<file path="src/rtl/fmt_grant_ctrl.sv">
// Grant controller for the formatter output port: reserves sink credits per packet,
// forwards words to the sink one cycle later and polices packet framing and stalls.
module fmt_grant_ctrl #(
  parameter int CREDIT_MAX = 64,
  parameter int TIMEOUT    = 255
) (
  input  logic        clk_i,
  input  logic        rst_i,
  input  logic        en_i,
  input  logic        fmt_req_i,
  input  logic [5:0]  fmt_length_i,
  input  logic [1:0]  fmt_chid_i,
  input  logic [31:0] fmt_data_i,
  input  logic        fmt_start_i,
  input  logic        fmt_end_i,
  output logic        fmt_grant_o,
  input  logic        crd_ret_i,
  output logic        sink_valid_o,
  output logic [31:0] sink_data_o,
  output logic [1:0]  sink_chid_o,
  output logic        sink_sop_o,
  output logic        sink_eop_o,
  output logic [6:0]  credit_o,
  output logic        busy_o,
  output logic        err_len_o,
  output logic        err_tmo_o,
  output logic [15:0] pkt_cnt_o
);

  typedef enum logic [1:0] {
    IDLE     = 2'd0,
    GNT      = 2'd1,
    WAIT_SOP = 2'd2,
    XFER     = 2'd3
  } state_t;

  localparam logic [6:0] CREDIT_FULL = 7'(CREDIT_MAX);
  localparam logic [7:0] WDOG_LAST   = 8'(TIMEOUT - 1);

  state_t      state;
  state_t      state_nxt;
  logic [5:0]  len;
  logic [7:0]  wc;
  logic [7:0]  wdog;
  logic [6:0]  credit;
  logic [15:0] pkt_cnt;

  logic        grant_ok;
  logic        accept;
  logic        sop;
  logic        fwd;
  logic        eop;
  logic        done;
  logic        tmo;
  logic        len_err;
  logic [7:0]  idx;
  logic [7:0]  total;
  logic [7:0]  len_ext;
  logic [6:0]  deduct;
  logic [6:0]  refund;
  logic [6:0]  fwd_cnt;
  logic [8:0]  credit_sum;
  logic [6:0]  credit_nxt;

  always_comb begin
    state_nxt = state;
    accept    = 1'b0;
    sop       = 1'b0;
    done      = 1'b0;
    tmo       = 1'b0;
    len_err   = 1'b0;
    deduct    = 7'd0;
    refund    = 7'd0;
    idx       = wc;
    len_ext   = {2'b00, len};
    grant_ok  = en_i && fmt_req_i && (fmt_length_i != 6'd0) &&
                ({1'b0, fmt_length_i} <= credit);
    fwd_cnt   = (wc >= len_ext) ? {1'b0, len} : wc[6:0];

    case (state)
      IDLE: begin
        if (grant_ok) begin
          state_nxt = GNT;
          deduct    = {1'b0, fmt_length_i};
        end
      end
      GNT: begin
        state_nxt = WAIT_SOP;
      end
      WAIT_SOP: begin
        if (fmt_start_i) begin
          accept = 1'b1;
          idx    = 8'd0;
          sop    = 1'b1;
        end
      end
      XFER: begin
        accept = 1'b1;
      end
      default: begin
        state_nxt = IDLE;
      end
    endcase

    total = idx + 8'd1;

    // A packet ending on the watchdog's last cycle still completes normally;
    // otherwise the watchdog abort discards the word presented that cycle.
    if (accept && fmt_end_i) begin
      done      = 1'b1;
      state_nxt = IDLE;
      len_err   = (total != len_ext);
      if (total < len_ext) begin
        refund = {1'b0, len} - total[6:0];
      end
    end else if ((state == WAIT_SOP || state == XFER) && wdog == WDOG_LAST) begin
      tmo       = 1'b1;
      accept    = 1'b0;
      sop       = 1'b0;
      state_nxt = IDLE;
      refund    = {1'b0, len} - fwd_cnt;
    end else if (accept && state == WAIT_SOP) begin
      state_nxt = XFER;
    end

    fwd = accept && (idx < len_ext);
    eop = fwd && (fmt_end_i || (idx == len_ext - 8'd1));

    credit_sum = {2'b00, credit} + {2'b00, refund} + {8'd0, crd_ret_i} - {2'b00, deduct};
    credit_nxt = (credit_sum > {2'b00, CREDIT_FULL}) ? CREDIT_FULL : credit_sum[6:0];
  end

  always_ff @(posedge clk_i) begin
    if (rst_i) begin
      state  <= IDLE;
      credit <= CREDIT_FULL;
    end else begin
      state  <= state_nxt;
      credit <= credit_nxt;
    end
  end

  // Packet bookkeeping: the watchdog starts from zero in the grant cycle.
  always_ff @(posedge clk_i) begin
    if (rst_i) begin
      len     <= 6'd0;
      wc      <= 8'd0;
      wdog    <= 8'd0;
      pkt_cnt <= 16'd0;
    end else begin
      if (state == IDLE && grant_ok) begin
        len  <= fmt_length_i;
        wc   <= 8'd0;
        wdog <= 8'd0;
      end else if (state != IDLE) begin
        wdog <= wdog + 8'd1;
      end
      if (accept) begin
        wc <= total;
      end
      if (done) begin
        pkt_cnt <= pkt_cnt + 16'd1;
      end
    end
  end

  always_ff @(posedge clk_i) begin
    if (rst_i) begin
      sink_valid_o <= 1'b0;
      sink_data_o  <= 32'd0;
      sink_chid_o  <= 2'd0;
      sink_sop_o   <= 1'b0;
      sink_eop_o   <= 1'b0;
      err_len_o    <= 1'b0;
      err_tmo_o    <= 1'b0;
    end else begin
      sink_valid_o <= fwd;
      sink_sop_o   <= sop && fwd;
      sink_eop_o   <= eop;
      if (fwd) begin
        sink_data_o <= fmt_data_i;
        sink_chid_o <= fmt_chid_i;
      end
      err_len_o <= len_err;
      err_tmo_o <= tmo;
    end
  end

  assign fmt_grant_o = (state == GNT);
  assign busy_o      = (state != IDLE);
  assign credit_o    = credit;
  assign pkt_cnt_o   = pkt_cnt;

endmodule

</file>
<file path="config.mk">
export PLATFORM = sky130hd
export DESIGN_NAME = fmt_grant_ctrl
export DESIGN_NICKNAME = d
export VERILOG_FILES = /design/src/rtl/fmt_grant_ctrl.sv
export SDC_FILE = /design/constraint.sdc
export NUM_CORES = 1
export LEC_CHECK = 0
export CORE_MARGIN = 2
export CORE_UTILIZATION = 46
export CTS_CLUSTER_SIZE = 20
export DETAILED_ROUTE_END_ITERATION = 7
export PLACE_DENSITY = 0.74
export SLEW_MARGIN = 20
export SYNTH_ARGS = -nofsm -noshare
export SYNTH_HDL_FRONTEND = slang
export SYNTH_SLANG_ARGS = --single-unit
</file>
<file path="constraint.sdc">
create_clock -name clk_i -period 6.44 [get_ports clk_i]
set_input_delay 0.644 -clock clk_i [delete_from_list [all_inputs] [get_ports clk_i]]
set_output_delay 0.644 -clock clk_i [all_outputs]
set_load 0.05 [all_outputs]
</file>
Word level (Yosys, flattened, before mapping) --
Cells that the tools add are included.
Storage, ports and cells: flip-flop bits (word level) 86, input port bits 47, output and inout bits 64, word-level logic and storage cells 80
Cells by class: add/subtract/negate cells 9, magnitude comparators 5, eq/ne operators 7, mux-type cells 22, bitwise gates (word level) 1, reduce and logical (&&, ||, !) cells 23
Operators with widths (number):
- $mux W8 | 4
- $mux W7 | 4
- $add A16 B1 Y16 const B | 1
- $add A8 B1 Y8 const B | 2
- $lt A8 B6 Y1 | 2
- $sub A6 B7 Y7 | 2
- $mux W6 | 2
- $logic_and A1 B1 Y1 | 10
- $add A8 B1 Y9 | 1
- $gt A9 B7 Y1 const B | 1
- $sub A9 B7 Y9 | 1
- $add A7 B7 Y8 | 1
- $eq A8 B8 Y1 | 1
- $eq A8 B8 Y1 const B | 1
- $ge A8 B6 Y1 | 1
- $mux W1 | 8
- $ne A8 B6 Y1 | 1
- $reduce_or A2 Y1 | 4
- $le A6 B7 Y1 | 1
- $sub A6 B1 Y7 const B | 1
- $reduce_bool A6 Y1 | 1
- $eq A2 B2 Y1 const B | 2
- $mux W2 | 2
- $pmux W2 S2 | 1
- 10 further kinds | 12

Logic depth before layout (Yosys ltp) --
Gate-level depths: netlist of run 1.
depth in word-level cells 11, gate-level depth with buffers 26, mapped depth without buffers 25

Least setup slack after synthesis of run 1 --
OpenSTA, ideal clock, no wires.
path type register -> register, from register len[1], to register credit[2], in the netlist credit_o[2], data arrival time 4.997 ns, data required time 6.375 ns, setup slack 1.378 ns, stages on the path, launching flop included 23, cells stage by stage dfxtp_1 > inv_1 > ha_1 > a21o_1 > a21o_1 > a211oi_1 > o21a_1 > buf_2 > mux2_2 > fa_1 > nor2b_1 > o21ai_0 > nand2b_1 > xor2_1 > a22o_1 > fa_1 > ha_1 > nor3b_1 > a311o_1 > a211oi_2 > nand4_1 > a311o_1 > nor2b_1
Between the ends: word-level cells in the longest chain between the ends 10, elaborated cells on any way between the ends 13
RTL lines:
- start, declared | line 42 | logic [5:0] len;
- start signal, assigned | line 152 | len <= fmt_length_i;
- $ge A8 B6 Y1 | line 78 | fwd_cnt = (wc >= len_ext) ? {1'b0, len} : wc[6:0];
- $mux W7 | line 78
- $sub A6 B7 Y7 | line 121 | refund = {1'b0, len} - fwd_cnt;
- $mux W7 | line 116 | end else if ((state == WAIT_SOP || state == XFER) && wdog == WDOG_LAST) begin
- $mux W7 (*) | line 109 | if (accept && fmt_end_i) begin
- $add A7 B7 Y8 (*) | line 129 | credit_sum = {2'b00, credit} + {2'b00, refund} + {8'd0, crd_ret_i} - {2'b00, deduct};
- $add A8 B1 Y9 (*) | line 129
- $sub A9 B7 Y9 (*) | line 129
- $gt A9 B7 Y1 | line 130 | credit_nxt = (credit_sum > {2'b00, CREDIT_FULL}) ? CREDIT_FULL : credit_sum[6:0];
- $reduce_or A2 Y1 (no source line)
- end signal, assigned | line 139 | credit <= credit_nxt;
- end, declared | line 45 | logic [6:0] credit;
Mark *: on every way between the ends. The rest lies on a longest branch, timed or not. A chain may end at the register's enable or synchronous reset.

Worst setup path after layout of run 1 --
from register len[1], to register credit[5], in the netlist credit_o[5]
Same word-level chain as after synthesis.

==> impl_metrics.json, run 1 <==
{
  "run_status": "finished clean",
  "post_layout_nonfiller_instances": 862,
  "drcViolationCount": 0,
  "hold_slack_ns": 0.491,
  "worstRegToRegCells": 23,
  "critical_path_arrival_ns": 5.92,
  "hold_viol_final": 0,
  "grtUsageTotal": 0.215,
  "critPathBufInv": 2,
  "timing.final.max_slew_violations": 0,
  "worst_skew_pair.late_latency_ns": 0.34,
  "max-slew-margin-rel": 0.493,
  "crit_fanout": 7,
  "n_antenna_cell": 0,
  "place.port_buffers": 110,
  "synth-seq-cells": 86,
  "area_growth_pct": 27.8,
  "power.static_leakage_nw": 2.66,
  "worst_case_clock_skew_ns": 0.00699,
  "clock_sink_count": 86,
  "vdd.ir_drop.worst_mv": 0.297,
  "floorplan.die.width_um": 112,
  "post-route-min-period_ns": 5.70,
  "cts_made_buffers": 9,
  "placed_cell_area_mm2": 0.00655,
  "die-area_mm2": 0.0125,
  "first_iter_violations": 295,
  "post-route-worst-setup-slack_ns": 0.738,
  "post_route_cells_drive_above_1_share": 0.0376,
  "clock_input_transition_at_the_sequential_cells_of_the_worst_setup_and_hold_paths_ns": 0.07,
  "hold_path.class": "reg2reg",
  "path_cells": "inv_1 -> ha_1 -> a21o_1 -> a21o_1 -> a211oi_1 -> o21a_1 -> mux2i_1 -> ha_1 -> fa_1 -> nor2b_1 -> o21ai_0 -> nand2b_1 -> a21o_1 -> a211oi_1 -> a21oi_1 -> ha_1 -> inv_1 -> ha_1 -> a2111oi_0 -> a21oi_1 -> a21o_1 -> a31oi_1 -> nor2_1",
  "starting_utilization_of_the_core_area": 0.471,
  "vias_per_cell": 5.51,
  "synth.yosys.warnings": 0,
  "cp.required_ns": 6.66,
  "num_rows": 39,
  "global_route_wire_length_before_repair_um": 22300,
  "synth_top_area_share": 0.321,
  "timing.rr.start": "len[1]",
  "postSynthAreaPerCell_um2": 8.76,
  "power_per_cell_area_mw_per_mm2": 259,
  "post-dp-hpwl_um": 10400,
  "avgRoutedWirePerCell_um": 15.6,
  "die_height_um": 112,
  "post-synth-top-count-cell": "dfxtp_1",
  "timing.reg2reg.setup_slack_ns": 0.74,
  "min_to": "sink_data_o[19]",
  "synthDistinctLibCells": 60,
  "first_pass_iters": 5,
  "design_power_total_mw": 1.77,
  "cts_hold_buf": 0,
  "detailroute.via_count": 4751,
  "post_syn_area_mm2": 0.00536,
  "synth_flop_cell": "dfxtp_1",
  "criticalPathCategory": "reg2reg",
  "postLayoutCellArea_mm2": 0.00685,
  "unrepaired_setup_endpoints_after_global_routing": "no",
  "cp-end-kind": "flop",
  "synth_top_cells_by_area": "dfxtp_1, ha_1, mux2i_1",
  "layout_worst_path_cycle_share": 0.885,
  "antenna_found_initial": 0,
  "worst_tran_pin_value_ns": 0.761,
  "final_core_utilization": 0.602,
  "hp-start": "sink_data_o[19]",
  "ios": 111,
  "core_mm2": 0.0114,
  "synthTopCellsByCount": "dfxtp_1, nor2_1, inv_1",
  "synth.net_count": 717,
  "global_route.overflow_total": 0,
  "synth_seq_area_share": 0.321,
  "maximum_number_of_pins_on_one_net_before_global_route_repair": 73,
  "crit_family": "compound AO/OA/AOI/OAI gates",
  "cts-root-to-sink-buffers": 2,
  "clock_tree.htree_level_count": 3,
  "worst_path_largest_cell_delay_ns": 0.61,
  "placed_cells_incl_taps": 846,
  "fmax_mhz": 175,
  "nets": 819,
  "root_buffer": "clkbuf_16",
  "post-place-ws_ns": 0.594,
  "total_negative_slack_for_setup_checks_ns": 0,
  "timing.critical_path.slowest_stage_cell": "a2111oi_0",
  "setup_violations": 0,
  "grt_pass1_vias": 4584,
  "max-cap-violations": 0,
  "post_synth_inst_count": 612,
  "postRouteAntennaNets": 0,
  "crit_path_start_kind": "flop",
  "synth_enable_flop_cells": 0,
  "tritoncts_clock_tree": "done",
  "postCtsSetupRepairBufs": 0,
  "hold_depth": 2,
  "synth_async_sr_flop_share": 0,
  "netlist.top_cell.by_area": "dfxtp_1",
  "gp_congestion": 0.860,
  "crit-reg2reg-capture": "credit_o[5]",
  "post_cts_resize_count": 0,
  "drt_wl_total_um": 13500
}
==> kinds of logic (layout without fill, tap and decap cells) <==
group | count (synthesis) | after routing | synth area share
AND/OR/NAND/NOR | 200 | 200 | 0.186
AO/OA/AOI/OAI | 110 | 110 | 0.143
flip-flops | 86 | 86 | 0.321
buffers and inverters | 77 | 184 | 0.0598
adder cells (fa/ha/maj) | 58 | 58 | 0.148
multiplexers | 43 | 43 | 0.0806
XOR/XNOR | 38 | 38 | 0.0621
==> worst max path at each step <==
stage	from	endpoint	slack (ns)	cells past startpoint
3_3_place_gp	fmt_start_i	credit_o[2]	0.75	20
2_1_floorplan	len[1]	credit_o[2]	1.38	22
6_report	len[1]	credit_o[5]	0.74	23
5_1_grt	len[1]	credit_o[2]	0.22	22
4_1_cts	len[1]	credit_o[2]	0.72	21
3_5_place_dp	fmt_start_i	credit_o[2]	0.59	22
==> worst register-to-register path, delay by kind of cell (launching register included) <==
family / cells / cell delay (ns)
AO/OA/AOI/OAI: 12 / 2.98
adder cells (fa/ha/maj): 5 / 1.44
buffers and inverters: 2 / 0.26
flip-flops: 1 / 0.43
multiplexers: 1 / 0.24
AND/OR/NAND/NOR: 3 / 0.26
==> cell usage in the layout, fill, tap and decap left out, drive strengths merged, types with 9 or more instances in the layout <==
cell type and count:
dfxtp 86, inv 57, fa 9, ha 49, nand3 21, o21ai 24, xnor2 20, xor2 18
nand4 13, nand2 28, mux2i 42, and3 9, clkdlybuf4s50 109, or3 9, nor2 72, a21o 10
nor2b 11, clkbuf 10, a21oi 26, nor3 14
==> flip-flops by register name (all words and copies together) (netlist names), 2 cells and up <==
name	count
credit_o	7
wdog	8
sink_data_o	32
len	6
wc	8
sink_chid_o	2
state	2
pkt_cnt_o	16
==> layout make-up <==
class	instances	area, um^2
fill	989	4520
multi-input combinational	449	3320
sequential	86	1720
timing repair buffer	113	1120
clock buffer	10	229
inverter	55	206
tap	143	179
clock inverter	6	68.8
==> power by group <==
group	switching, mW	leakage, nW	internal (mW)	total, mW
sequential	0.0247	0.695	0.558	0.583
combinational	0.397	1.83	0.272	0.669
clock	0.217	0.143	0.303	0.520
total	0.638	2.66	1.13	1.77
==> layer usage <==
metal  global-route usage  vias up  part of all wire
met2                0.379      164              0.48
met5                    0        -                 0
met4               0.0398        0             0.010
li1                     -     2346                 -
met3               0.0414       19             0.058
met1                0.277     2222              0.45
Power figures use the tool's default switching activity.
==> inputs of run 2 (changes only) <==
==> constraint.sdc (replaced) <==
create_clock -name clk_i -period 7.05 [get_ports clk_i]
set_input_delay 0.705 -clock clk_i [delete_from_list [all_inputs] [get_ports clk_i]]
set_output_delay 0.705 -clock clk_i [all_outputs]
set_load 0.05 [all_outputs]
==> run 2 against run 1 <==
Total power down 11%. Critical path depth is the same. Via count rose by 0.53%. Routed wire length increased by 3.3%. Hold slack better by 0.0042 ns. Non-clock buffer count increased by 1. Critical path type unchanged.
==> impl_metrics.json, run 2 (synthesized netlist as in run 1, its figures left out) <==
{
  "worst_case_clock_skew_ns": 0.00700,
  "postRouteAntennaNets": 0,
  "die-area_mm2": 0.0125,
  "tritoncts_clock_tree": "done",
  "run_status": "finished clean",
  "post-route-worst-setup-slack_ns": 1.09,
  "crit_path_start_kind": "flop",
  "worst_skew_pair.late_latency_ns": 0.35,
  "clock_tree.htree_level_count": 3,
  "vias_per_cell": 5.55,
  "cp-end-kind": "flop",
  "post-dp-hpwl_um": 10600,
  "largest_register_ff_count": 32,
  "placed_cell_area_mm2": 0.00656,
  "max-slew-margin-rel": 0.487,
  "criticalPathCategory": "reg2reg",
  "post-route-min-period_ns": 5.96,
  "critPathBufInv": 2,
  "vdd.ir_drop.worst_mv": 0.199,
  "total_negative_slack_for_setup_checks_ns": 0,
  "crit_family": "compound AO/OA/AOI/OAI gates",
  "layout_worst_path_cycle_share": 0.845,
  "postCtsSetupRepairBufs": 0,
  "global_route_wire_length_before_repair_um": 22700,
  "postLayoutCellArea_mm2": 0.00681,
  "path_cells": "inv_1 -> ha_1 -> a21o_1 -> a21o_1 -> a211oi_1 -> o21a_1 -> mux2i_1 -> ha_1 -> fa_1 -> nor2b_1 -> o21ai_0 -> nand2b_1 -> a21o_1 -> a211oi_1 -> a21oi_1 -> ha_1 -> inv_1 -> ha_1 -> a2111oi_0 -> a21oi_1 -> a21o_1 -> a31oi_1 -> nor2_1",
  "power_per_cell_area_mw_per_mm2": 232,
  "global_route.overflow_total": 0,
  "hold_viol_final": 0,
  "cts_made_buffers": 9,
  "global_route.usage.met3": 0.0414,
  "max-cap-violations": 0,
  "cts-root-to-sink-buffers": 2,
  "grtUsageTotal": 0.223,
  "met1_grt_util": 0.286,
  "regArea_mm2": 0.00172,
  "clock_input_transition_at_the_sequential_cells_of_the_worst_setup_and_hold_paths_ns": 0.06,
  "root_buffer": "clkbuf_16",
  "area_growth_pct": 27.1,
  "first_iter_violations": 333,
  "registers.top_by_ff_count": "sink_data_o",
  "hold_slack_ns": 0.495,
  "floorplan.die.width_um": 112,
  "num-fill-cells": 996,
  "post-place-ws_ns": 1.04,
  "die_height_um": 112,
  "fmax_mhz": 168,
  "ios": 111,
  "grt_use_met2": 0.376,
  "antenna_found_initial": 0,
  "power.static_leakage_nw": 2.65,
  "post_route_cells_drive_above_1_share": 0.0362,
  "clock_sink_count": 86,
  "worst_tran_pin_value_ns": 0.770,
  "detailroute.via_count": 4776,
  "hold_path.class": "reg2reg",
  "critical_path_arrival_ns": 6.19,
  "worst_path_largest_cell_delay_ns": 0.64,
  "post_cts_resize_count": 0,
  "grt_pass1_vias": 4611,
  "multiInputGateArea_mm2": 0.00332,
  "first_pass_iters": 6,
  "cts_hold_buf": 0,
  "starting_utilization_of_the_core_area": 0.471,
  "most-common-layout-cells": "clkdlybuf4s50_1, dfxtp_1, nor2_1",
  "final_core_utilization": 0.599,
  "unrepaired_setup_endpoints_after_global_routing": "no",
  "n_antenna_cell": 0,
  "drcViolationCount": 0,
  "grt-busiest-layer": "met2",
  "nets": 820,
  "num_rows": 39,
  "maximum_number_of_pins_on_one_net_before_global_route_repair": 73,
  "crit_fanout": 7,
  "core_mm2": 0.0114,
  "cp.required_ns": 7.28,
  "setup_violations": 0,
  "most_frequent_standard_cell_in_the_layout_excluding_fill_and_tap_cells": "clkdlybuf4s50_1",
  "place.port_buffers": 110,
  "timing.final.max_slew_violations": 0,
  "gp_congestion": 0.862,
  "avgRoutedWirePerCell_um": 16.2,
  "timing.critical_path.slowest_stage_cell": "a2111oi_0",
  "drt_wl_total_um": 13900
}
## run 2: cell count changes in the layout (fill, tap and decap cells not counted)
cell	change
inv_6	-2
buf_4	+1
bufinv_16	-1
clkinv_2	+1
## run 2: power breakdown
group          internal (mW)  switching, mW  leakage, nW
clock                  0.234          0.192        0.124
sequential             0.510         0.0228        0.695
combinational          0.250          0.372         1.83
## run 2: final cells by class
| cell class | count | share of cell area |
|---|---|---|
| Clock inverter | 4 | 0.00386 |
| Multi-Input combinational cell | 449 | 0.488 |
| Timing Repair Buffer | 114 | 0.165 |
| Inverter | 55 | 0.0303 |
| Sequential cell | 86 | 0.253 |
| Clock buffer | 10 | 0.0336 |
| Tap cell | 143 | 0.0263 |
## run 2: layer usage
| metal | vias to the layer above | routed length [um] |
|---|---|---|
| met5 | - | 0 |
| met4 | 0 | 232 |
| met3 | 18 | 769 |
| met2 | 145 | 6600 |
| met1 | 2268 | 6300 |
| li1 | 2345 | - |
## run 2: worst paths after layout
kind	startpoint	to	slack, ns	cells past startpoint
min reg2reg	sink_data_o[5]	sink_data_o[5]	0.50	2
max	len[1]	credit_o[3]	1.09	23
min	sink_data_o[5]	sink_data_o[5]	0.50	2
max reg2reg	len[1]	credit_o[3]	1.09	23
## run 2: metrics by stage
step	instances	power, mW
5_1_grt	861	1.68
3_3_place_gp	847	1.14
6_report	861	1.58
2_1_floorplan	612	0.990
3_5_place_dp	847	1.15
4_1_cts	861	1.58
## run 2: worst min-delay path, cell delays in order (launching register included)
cell	delay, ns
dfxtp_1	0.32
mux2i_1	0.07
nor2_1	0.07
